## config.mk

```make
export PLATFORM = sky130hd
export DESIGN_NAME = elevator_scheduler
export DESIGN_NICKNAME = d
export VERILOG_FILES = /design/src/rtl/elevator_scheduler.sv
export SDC_FILE = /design/constraint.sdc
export NUM_CORES = 1
export LEC_CHECK = 0
export CORE_UTILIZATION = 47
export CTS_CLUSTER_DIAMETER = 150
export DETAILED_ROUTE_END_ITERATION = 8
export GPL_TIMING_DRIVEN = 0
export PLACE_DENSITY = 0.76
export SLEW_MARGIN = 30
export SYNTH_ARGS = -nofsm -noshare
export SYNTH_HDL_FRONTEND = slang
export SYNTH_SLANG_ARGS = --single-unit
```

## constraint.sdc

```tcl
create_clock -name clk -period 1.5 [get_ports clk]
set_input_delay 0.15 -clock clk [delete_from_list [all_inputs] [get_ports clk]]
set_output_delay 0.15 -clock clk [all_outputs]
set_load 0.01 [all_outputs]
```

## src/rtl/elevator_scheduler.sv

```systemverilog
// -----------------------------------------------------------------------------
// elevator_scheduler
//
// SCAN request scheduler for one elevator car. It latches floor calls, keeps
// travelling in the current direction while calls remain ahead, and reverses
// only when nothing is left ahead. It emits one-cycle sus/jos step pulses to an
// external floor counter, reads that counter's etaj_curent back as position,
// and sequences the door open/dwell/close phase.
//
// Parameters
//   NUM_FLOORS   : served floors (2..8), floors 0..NUM_FLOORS-1
//   TRAVEL_TICKS : tick pulses of travel between adjacent floors (>=1)
//   DOOR_TICKS   : tick pulses of unobstructed door dwell (>=1)
//
// Ports
//   clk           in   clock, rising edge
//   reset         in   asynchronous active-low reset
//   tick          in   timebase enable for the travel/door counters
//   cerere[7:0]   in   call pulses, one per floor (bits >= NUM_FLOORS ignored)
//   etaj_curent   in   current floor from the floor counter
//   usa_blocata   in   door obstruction, level-sensitive
//   sus / jos     out  step-up / step-down pulse (only during STEP)
//   usa_deschisa  out  door-open command
//   cereri_active out  latched pending calls
//   directie      out  current/last travel direction (1 = up)
//   stare         out  state encoding for debug/display
// -----------------------------------------------------------------------------
module elevator_scheduler #(
  parameter int NUM_FLOORS   = 8,
  parameter int TRAVEL_TICKS = 50,
  parameter int DOOR_TICKS   = 100
) (
  input  logic       clk,
  input  logic       reset,
  input  logic       tick,
  input  logic [7:0] cerere,
  input  logic [2:0] etaj_curent,
  input  logic       usa_blocata,
  output logic       sus,
  output logic       jos,
  output logic       usa_deschisa,
  output logic [7:0] cereri_active,
  output logic       directie,
  output logic [2:0] stare
);

  localparam int TW = $clog2(TRAVEL_TICKS + 1);
  localparam int DW = $clog2(DOOR_TICKS + 1);
  localparam logic [TW-1:0] TRAVEL_LAST = TW'(TRAVEL_TICKS - 1);
  localparam logic [DW-1:0] DOOR_LAST   = DW'(DOOR_TICKS - 1);

  typedef enum logic [2:0] {
    S_IDLE   = 3'd0,
    S_MOVE   = 3'd1,
    S_STEP   = 3'd2,
    S_SETTLE = 3'd3,
    S_DOOR   = 3'd4
  } state_t;

  state_t        state_reg, state_next;
  logic          directie_reg, directie_next;
  logic [7:0]    cereri_reg, cereri_next;
  logic [TW-1:0] travel_cnt_reg, travel_cnt_next;
  logic [DW-1:0] door_cnt_reg, door_cnt_next;

  // Per-floor masks relative to the current position.
  logic [7:0] valid_mask, above_mask, below_mask, here_mask;

  for (genvar gi = 0; gi < 8; gi++) begin : g_mask
    assign valid_mask[gi] = (gi < NUM_FLOORS);
    assign above_mask[gi] = (etaj_curent < 3'(gi));
    assign below_mask[gi] = (etaj_curent > 3'(gi));
    assign here_mask[gi]  = (etaj_curent == 3'(gi));
  end

  // A position outside the served range is a fault: park and never step.
  logic floor_ok;
  assign floor_ok = (int'(etaj_curent) < NUM_FLOORS);

  logic calls_above, calls_below, here_pending, ahead, behind, cerere_here;
  assign calls_above  = |(cereri_reg & above_mask);
  assign calls_below  = |(cereri_reg & below_mask);
  assign here_pending = |(cereri_reg & here_mask);
  assign ahead        = directie_reg ? calls_above : calls_below;
  assign behind       = directie_reg ? calls_below : calls_above;
  assign cerere_here  = |(cerere & here_mask & valid_mask);

  logic       enter_door;
  logic [7:0] set_bits, clr_bits;

  always_comb begin
    state_next      = state_reg;
    directie_next   = directie_reg;
    travel_cnt_next = travel_cnt_reg;
    door_cnt_next   = door_cnt_reg;

    case (state_reg)
      // SETTLE shares the IDLE decision; with nothing to do both land in IDLE.
      S_IDLE, S_SETTLE: begin
        travel_cnt_next = '0;
        door_cnt_next   = '0;
        if (!floor_ok) begin
          state_next = S_IDLE;
        end else if (here_pending) begin
          state_next = S_DOOR;
        end else if (ahead) begin
          state_next = S_MOVE;
        end else if (behind) begin
          directie_next = ~directie_reg;
          state_next    = S_MOVE;
        end else begin
          state_next = S_IDLE;
        end
      end

      S_MOVE: begin
        if (!floor_ok) begin
          state_next = S_IDLE;
        end else if (tick) begin
          if (travel_cnt_reg == TRAVEL_LAST) begin
            state_next = S_STEP;
          end else begin
            travel_cnt_next = travel_cnt_reg + 1'b1;
          end
        end
      end

      S_STEP: begin
        state_next = floor_ok ? S_SETTLE : S_IDLE;
      end

      S_DOOR: begin
        if (!floor_ok) begin
          state_next = S_IDLE;
        end else if (usa_blocata || cerere_here) begin
          // Obstruction or a re-press of this floor restarts the dwell.
          door_cnt_next = '0;
        end else if (tick) begin
          if (door_cnt_reg == DOOR_LAST) begin
            state_next = S_IDLE;
          end else begin
            door_cnt_next = door_cnt_reg + 1'b1;
          end
        end
      end

      default: begin
        state_next = S_IDLE;
      end
    endcase

    enter_door = (state_next == S_DOOR) && (state_reg != S_DOOR);

    // While the door is open a call for this floor is absorbed by the door
    // timer instead of being latched.
    set_bits = cerere & valid_mask & ((state_reg == S_DOOR) ? ~here_mask : 8'hFF);
    // Clear applies after set, so it wins only for the floor being served.
    clr_bits    = enter_door ? here_mask : 8'h00;
    cereri_next = (cereri_reg | set_bits) & ~clr_bits;
  end

  always_ff @(posedge clk or negedge reset) begin
    if (!reset) begin
      state_reg      <= S_IDLE;
      directie_reg   <= 1'b1;
      cereri_reg     <= 8'h00;
      travel_cnt_reg <= '0;
      door_cnt_reg   <= '0;
    end else begin
      state_reg      <= state_next;
      directie_reg   <= directie_next;
      cereri_reg     <= cereri_next;
      travel_cnt_reg <= travel_cnt_next;
      door_cnt_reg   <= door_cnt_next;
    end
  end

  // Moore decode from registered state; directie is stable during STEP.
  assign sus           = (state_reg == S_STEP) &&  directie_reg && floor_ok;
  assign jos           = (state_reg == S_STEP) && !directie_reg && floor_ok;
  assign usa_deschisa  = (state_reg == S_DOOR);
  assign cereri_active = cereri_reg;
  assign directie      = directie_reg;
  assign stare         = state_reg;

endmodule

```

## Word level (Yosys, flattened, before mapping)

Index checks and enable logic that the tools add are counted.

- Flip-flop bits (word level): 25
- Logic and storage cells: 91
- Output and inout port bits: 15

- $add $sub $neg: 2
- Equal/unequal tests: 19
- Mux-type cells: 20
- Magnitude comparators: 16
- Bitwise logic cells: 12
- Reductions and logical operators: 17

Operators by type and width:

| cell | count |
|---|---|
| $and 8x8->8 | 6 |
| $reduce_or 8->1 | 4 |
| $mux 7 | 3 |
| $eq 3x3->1 const B | 6 |
| $mux 3 | 6 |
| $mux 8 | 2 |
| $not 8->8 | 2 |
| $pmux 7 s2 | 1 |
| $eq 3x2->1 const B | 4 |
| $gt 3x3->1 const B | 4 |
| $lt 3x3->1 const B | 4 |
| $mux 6 | 2 |
| $pmux 3 s4 | 1 |
| $pmux 6 s2 | 1 |
| $or 8x8->8 | 1 |
| $add 7x1->7 const B | 1 |
| $eq 7x7->1 const B | 1 |
| $add 6x1->6 const B | 1 |
| $eq 3x1->1 const B | 2 |
| $eq 6x6->1 const B | 1 |
| $gt 3x1->1 const B | 2 |
| $gt 3x2->1 const B | 2 |
| $logic_not 3->1 | 2 |
| $lt 3x1->1 const B | 2 |
| 13 further kinds | 25 |

## Depth between registers and ports, before layout

- Depth in word-level cells: 13
- Mapped depth: 7

## Least setup slack after synthesis

Ideal clock, no wire load.

- Path type: flip-flop to flip-flop
- Start point: register state_reg[0], in the netlist stare[0]
- End point: register directie_reg, in the netlist directie
- Setup time: 80 ps
- Arrival: 1644 ps
- Slack: -225 ps
- Cell stages (with the launch flop): 7
- Required time: 1420 ps
- Cell sequence: dfrtp_1 -> nor2b_1 -> buf_6 -> or3_4 -> or3_1 -> o21ai_1 -> a21oi_1

- Word-level cells in the longest chain between the ends: 3
- Elaborated cells on any way between the ends: 4
- Classes of those cells: 1 x eq/ne; 3 x reduce/logical

RTL lines:

| what | line | source |
|---|---|---|
| from (decl) | 60 | `state_t state_reg, state_next;` |
| from (signal assigned) | 170 | `state_reg <= state_next;` |
| $eq 3x2->1 / $logic_not 3->1 (equally long branches) | 97 | `case (state_reg)` |
| $reduce_or 2->1 * | 97 |  |
| $reduce_and 4->1 (no line) * | - |  |
| to (signal assigned) | 171 | `directie_reg <= directie_next;` |
| to (decl) | 61 | `logic directie_reg, directie_next;` |

Mark *: on every way between the ends. The rest lies on a longest branch, timed or not.
A chain may end at the register's enable or synchronous reset.

## Worst setup path after layout

- Start point: register state_reg[2], in the netlist stare[2]
- End point: register door_cnt_reg[5]

- Word-level cells in the longest chain between the ends: 4
- Elaborated cells on any way between the ends: 9
- Classes of those cells: 4 x eq/ne; 1 x mux; 4 x reduce/logical

RTL lines:

| what | line | source |
|---|---|---|
| $eq 3x2->1 / $logic_not 3->1 (equally long branches) | 97 |  |
| $reduce_or 2->1 | 97 |  |
| $reduce_bool 2->1 (no line) | - |  |
| $reduce_and 3->1 (no line) | - |  |
| to (signal assigned) | 174 | `door_cnt_reg <= door_cnt_next;` |
| to (decl) | 64 | `logic [DW-1:0] door_cnt_reg, door_cnt_next;` |

Parallel ways exist; a longest one is shown, timed or not.

==> flow_summary.yaml <==
status:
  outcome: "finished with violations"
  violations: "negative setup slack"
grt:
  grt_max_degree: 26
  overflow: 0
  antenna_found_initial: 0
  grt_usage_pct: 26.1
  grt_pass1_wl_um: 7230
  grt_pass1_vias: 1583
placement:
  gp_congestion: 0.854
  pre_cts_ws_ps: -600
  place_hpwl_um: 2730
  portBuffers: 28
min_path:
  min_to: "cereri_active[3]"
  hp-start: "cerere[3]"
  whs_path_depth: 3
  worstHoldPathType: "input port to flop"
synthesis:
  synth_compound_area_share_pct: 22.7
  syn_area_per_cell_um2: 8.65
  synth_area_leaders: "dfrtp_1 36%, nor2_1 5.5%, a21oi_1 3.6%"
  synth-simple-area-share_pct: 23.8
  synth_top_family_by_area: "simple AND/OR/NAND/NOR gates"
  synth-seq-cells: 25
  synthXorXnorAreaFrac_pct: 4.24
  yosys.area.top_type: "dfrtp_1"
  synth-edff-count: 0
  synthAdderAreaFrac_pct: 2.27
  syn-cell-area_um2: 1650
  synth_top_area_share_pct: 36.3
  synthArstFlopShare_pct: 100
  synth_nets: 209
  synthFlopType: "dfrtp_1"
  seq_area_frac_synth_pct: 37.9
  synthDistinctLibCells: 48
  synthCells: 191
  synthMuxAreaShare_pct: 4.77
  yosys_warnings: 0
clocking:
  clock_sinks: 25
  clockBufferDepth: 2
  worstSkewPairLatency_ps: 330
  cts.htree.levels: 1
  cts_tree: "built"
  cts_inserted_buffers: 3
  cts-root-buf: "clkbuf_4"
  clk_pin_slew_worst_paths_ps: 150
routing:
  first_pass_iters: 4
  drc: 0
  wl_per_cell_um: 17.6
  drt-total-wl_um: 5420
  drt_iter0_markers: 137
  via_count: 1842
  vias_per_cell: 5.96
  ant_nets: 0
finish:
  layout.nets: 282
  multiInputGateArea_um2: 1210
  drive_gt1_share_pct: 40.7
  antennaDiodeCount: 0
  largest_register_ffs: 8
  nFillCells: 221
  syn2layout_area_growth_pct: 58.1
  postLayoutCoreUtil_pct: 77.7
  regArea_um2: 639
die:
  coreArea_um2: 3360
  dieArea_um2: 3760
  die_width_um: 61.3
  die_y_um: 61.3
  ios: 30
  rows: 21
  start_util_pct: 49.1
pwr:
  leakage_uw: 0.00106
  power.density_nw_per_um2: 1200
  peakVddDrop_mv: 0.599
timing:
  clock.fmax_mhz: 600
  worst_pin_slew_ps: 587
  setup_ws_ps: -166
  setup_viol: 23
  drv_slew: 0
  hold_violations: 0
  rsz0062_at_grt: "true"
  fin_crit_sh_pct: 111
  fin_worst_skew_ps: 12.6
  setup_tns_ps: -1820
  slew_headroom_pct: 60.9
  period_minus_slack_ps: 1670
critical_path:
  crit_fanout: 6
  cp.arrival_ps: 1900
  reg2reg_depth: 7
  r2r-start: "stare[2]"
  criticalPathCategory: "flop to flop"
  reg2reg_setup_slack_ps: -170
  start_kind: "flop"
  cp.required_ps: 1730
  cp-end-kind: "flop"
  timing.rr.end: "door_cnt_reg[5]"
flow_run:
  drv_cap: 0
-- metal layers --
metal / wire (µm) / global-route usage [%]
met5: 0 / 0
met4: 108 / 7.79
met3: 337 / 3.15
met2: 2770 / 44.9
met1: 2210 / 34.4
-- layout by cell type (no fill, tap or decap), drive strengths merged, types with 3 or more instances in the layout --
master         netlist  routed
dfrtp               24      24
xor2                 5       5
a21oi               12      12
xnor2                3       3
dlygate4sd2          0       8
mux2                 4       4
nand2               16      16
nand3                4       4
or3                  3       3
o22ai                7       7
clkdlybuf4s50        0      10
nor3                 5       5
o21ai               16      17
nor2b                7       7
inv                  7       7
nor3b                4       4
buf                  4      48
nand2b               3       3
dlymetal6s2s         0       6
clkbuf               3       4
nand4                5       5
a31oi                4       4
ha                   3       3
a211oi               3       3
mux2i                3       3
nor2                25      25
-- through the flow --
step	area [µm²]	instances	total power, µW	hold slack [ps]
2_1_floorplan	1700	191	1600	-146
3_3_place_gp	2040	265	1990	512
3_5_place_dp	2030	265	2000	176
4_1_cts	2440	296	2780	202
5_1_grt	2610	309	3290	158
6_report	2610	309	3130	144
-- synth_stat cells (2+ instances only) --
| cell | count |
|---|---|
| o22ai_1 | 7 |
| nor3_1 | 5 |
| a21oi_1 | 12 |
| xnor2_1 | 3 |
| clkbuf_1 | 3 |
| buf_2 | 2 |
| mux2_2 | 2 |
| nand4_1 | 5 |
| dfrtp_1 | 24 |
| o21ai_1 | 6 |
| inv_1 | 7 |
| nor2b_1 | 7 |
| a31oi_1 | 4 |
| a41oi_1 | 2 |
| nand3_1 | 4 |
| or3_1 | 2 |
| nand2_1 | 16 |
| nor3b_1 | 4 |
| buf_6 | 2 |
| ha_1 | 3 |
| nor2_1 | 24 |
| nand2b_1 | 3 |
| or2_2 | 2 |
| a211oi_1 | 3 |
| o21ai_0 | 9 |
| mux2i_1 | 3 |
| xor2_1 | 5 |
| a22o_1 | 2 |
-- cell families after synthesis --
logic type,Yosys count
simple gates,78
mux,7
fa+ha+maj,3
compound gates,56
xor+xnor,8
flops,25
buf+inv,14
-- worst max path at each step --
stage,slack [ps],cells after the start,startpoint,end
after global routing,-220,7,travel_cnt_reg[1],travel_cnt_reg[0]
after CTS,-140,5,stare[0],directie
final,-170,7,stare[2],door_cnt_reg[5]
after global placement,-610,7,etaj_curent[1],cereri_active[1]
after detailed placement,-600,7,etaj_curent[1],cereri_active[1]
after floorplan,-120,6,stare[0],directie
-- worst max-delay path, cell delays in order (launching register included) --
cell	delay (ps)
dfrtp_1	450
buf_8	150
nand3b_1	220
buf_4	180
a21oi_4	150
nand4_1	150
xor2_1	210
nor2_1	70
-- area by class of cell --
class / instances / area share, %
inverter: 7 / 1.01
clock inverter: 1 / 0.192
sequential: 25 / 24.5
multi-input combinational: 153 / 46.5
timing repair buffer: 68 / 22.5
tap: 46 / 2.20
buffer: 6 / 2.35
clock buffer: 3 / 0.862
-- timing repair --
action,4_1_cts,5_1_grt
endpoints found under the hold margin,24,0
resized for setup,59,34
endpoints found under the setup margin,33,30
cloned,1,0
hold buffers,1,0
pin swaps,27,24
setup buffers,26,14
-- report_power, final --
group,internal (µW),switching [µW]
Clock,100,210
Sequential,775,92.5
Combinational,983,971
Total,1860,1270
No activity file was read; power rests on OpenSTA's default activity.
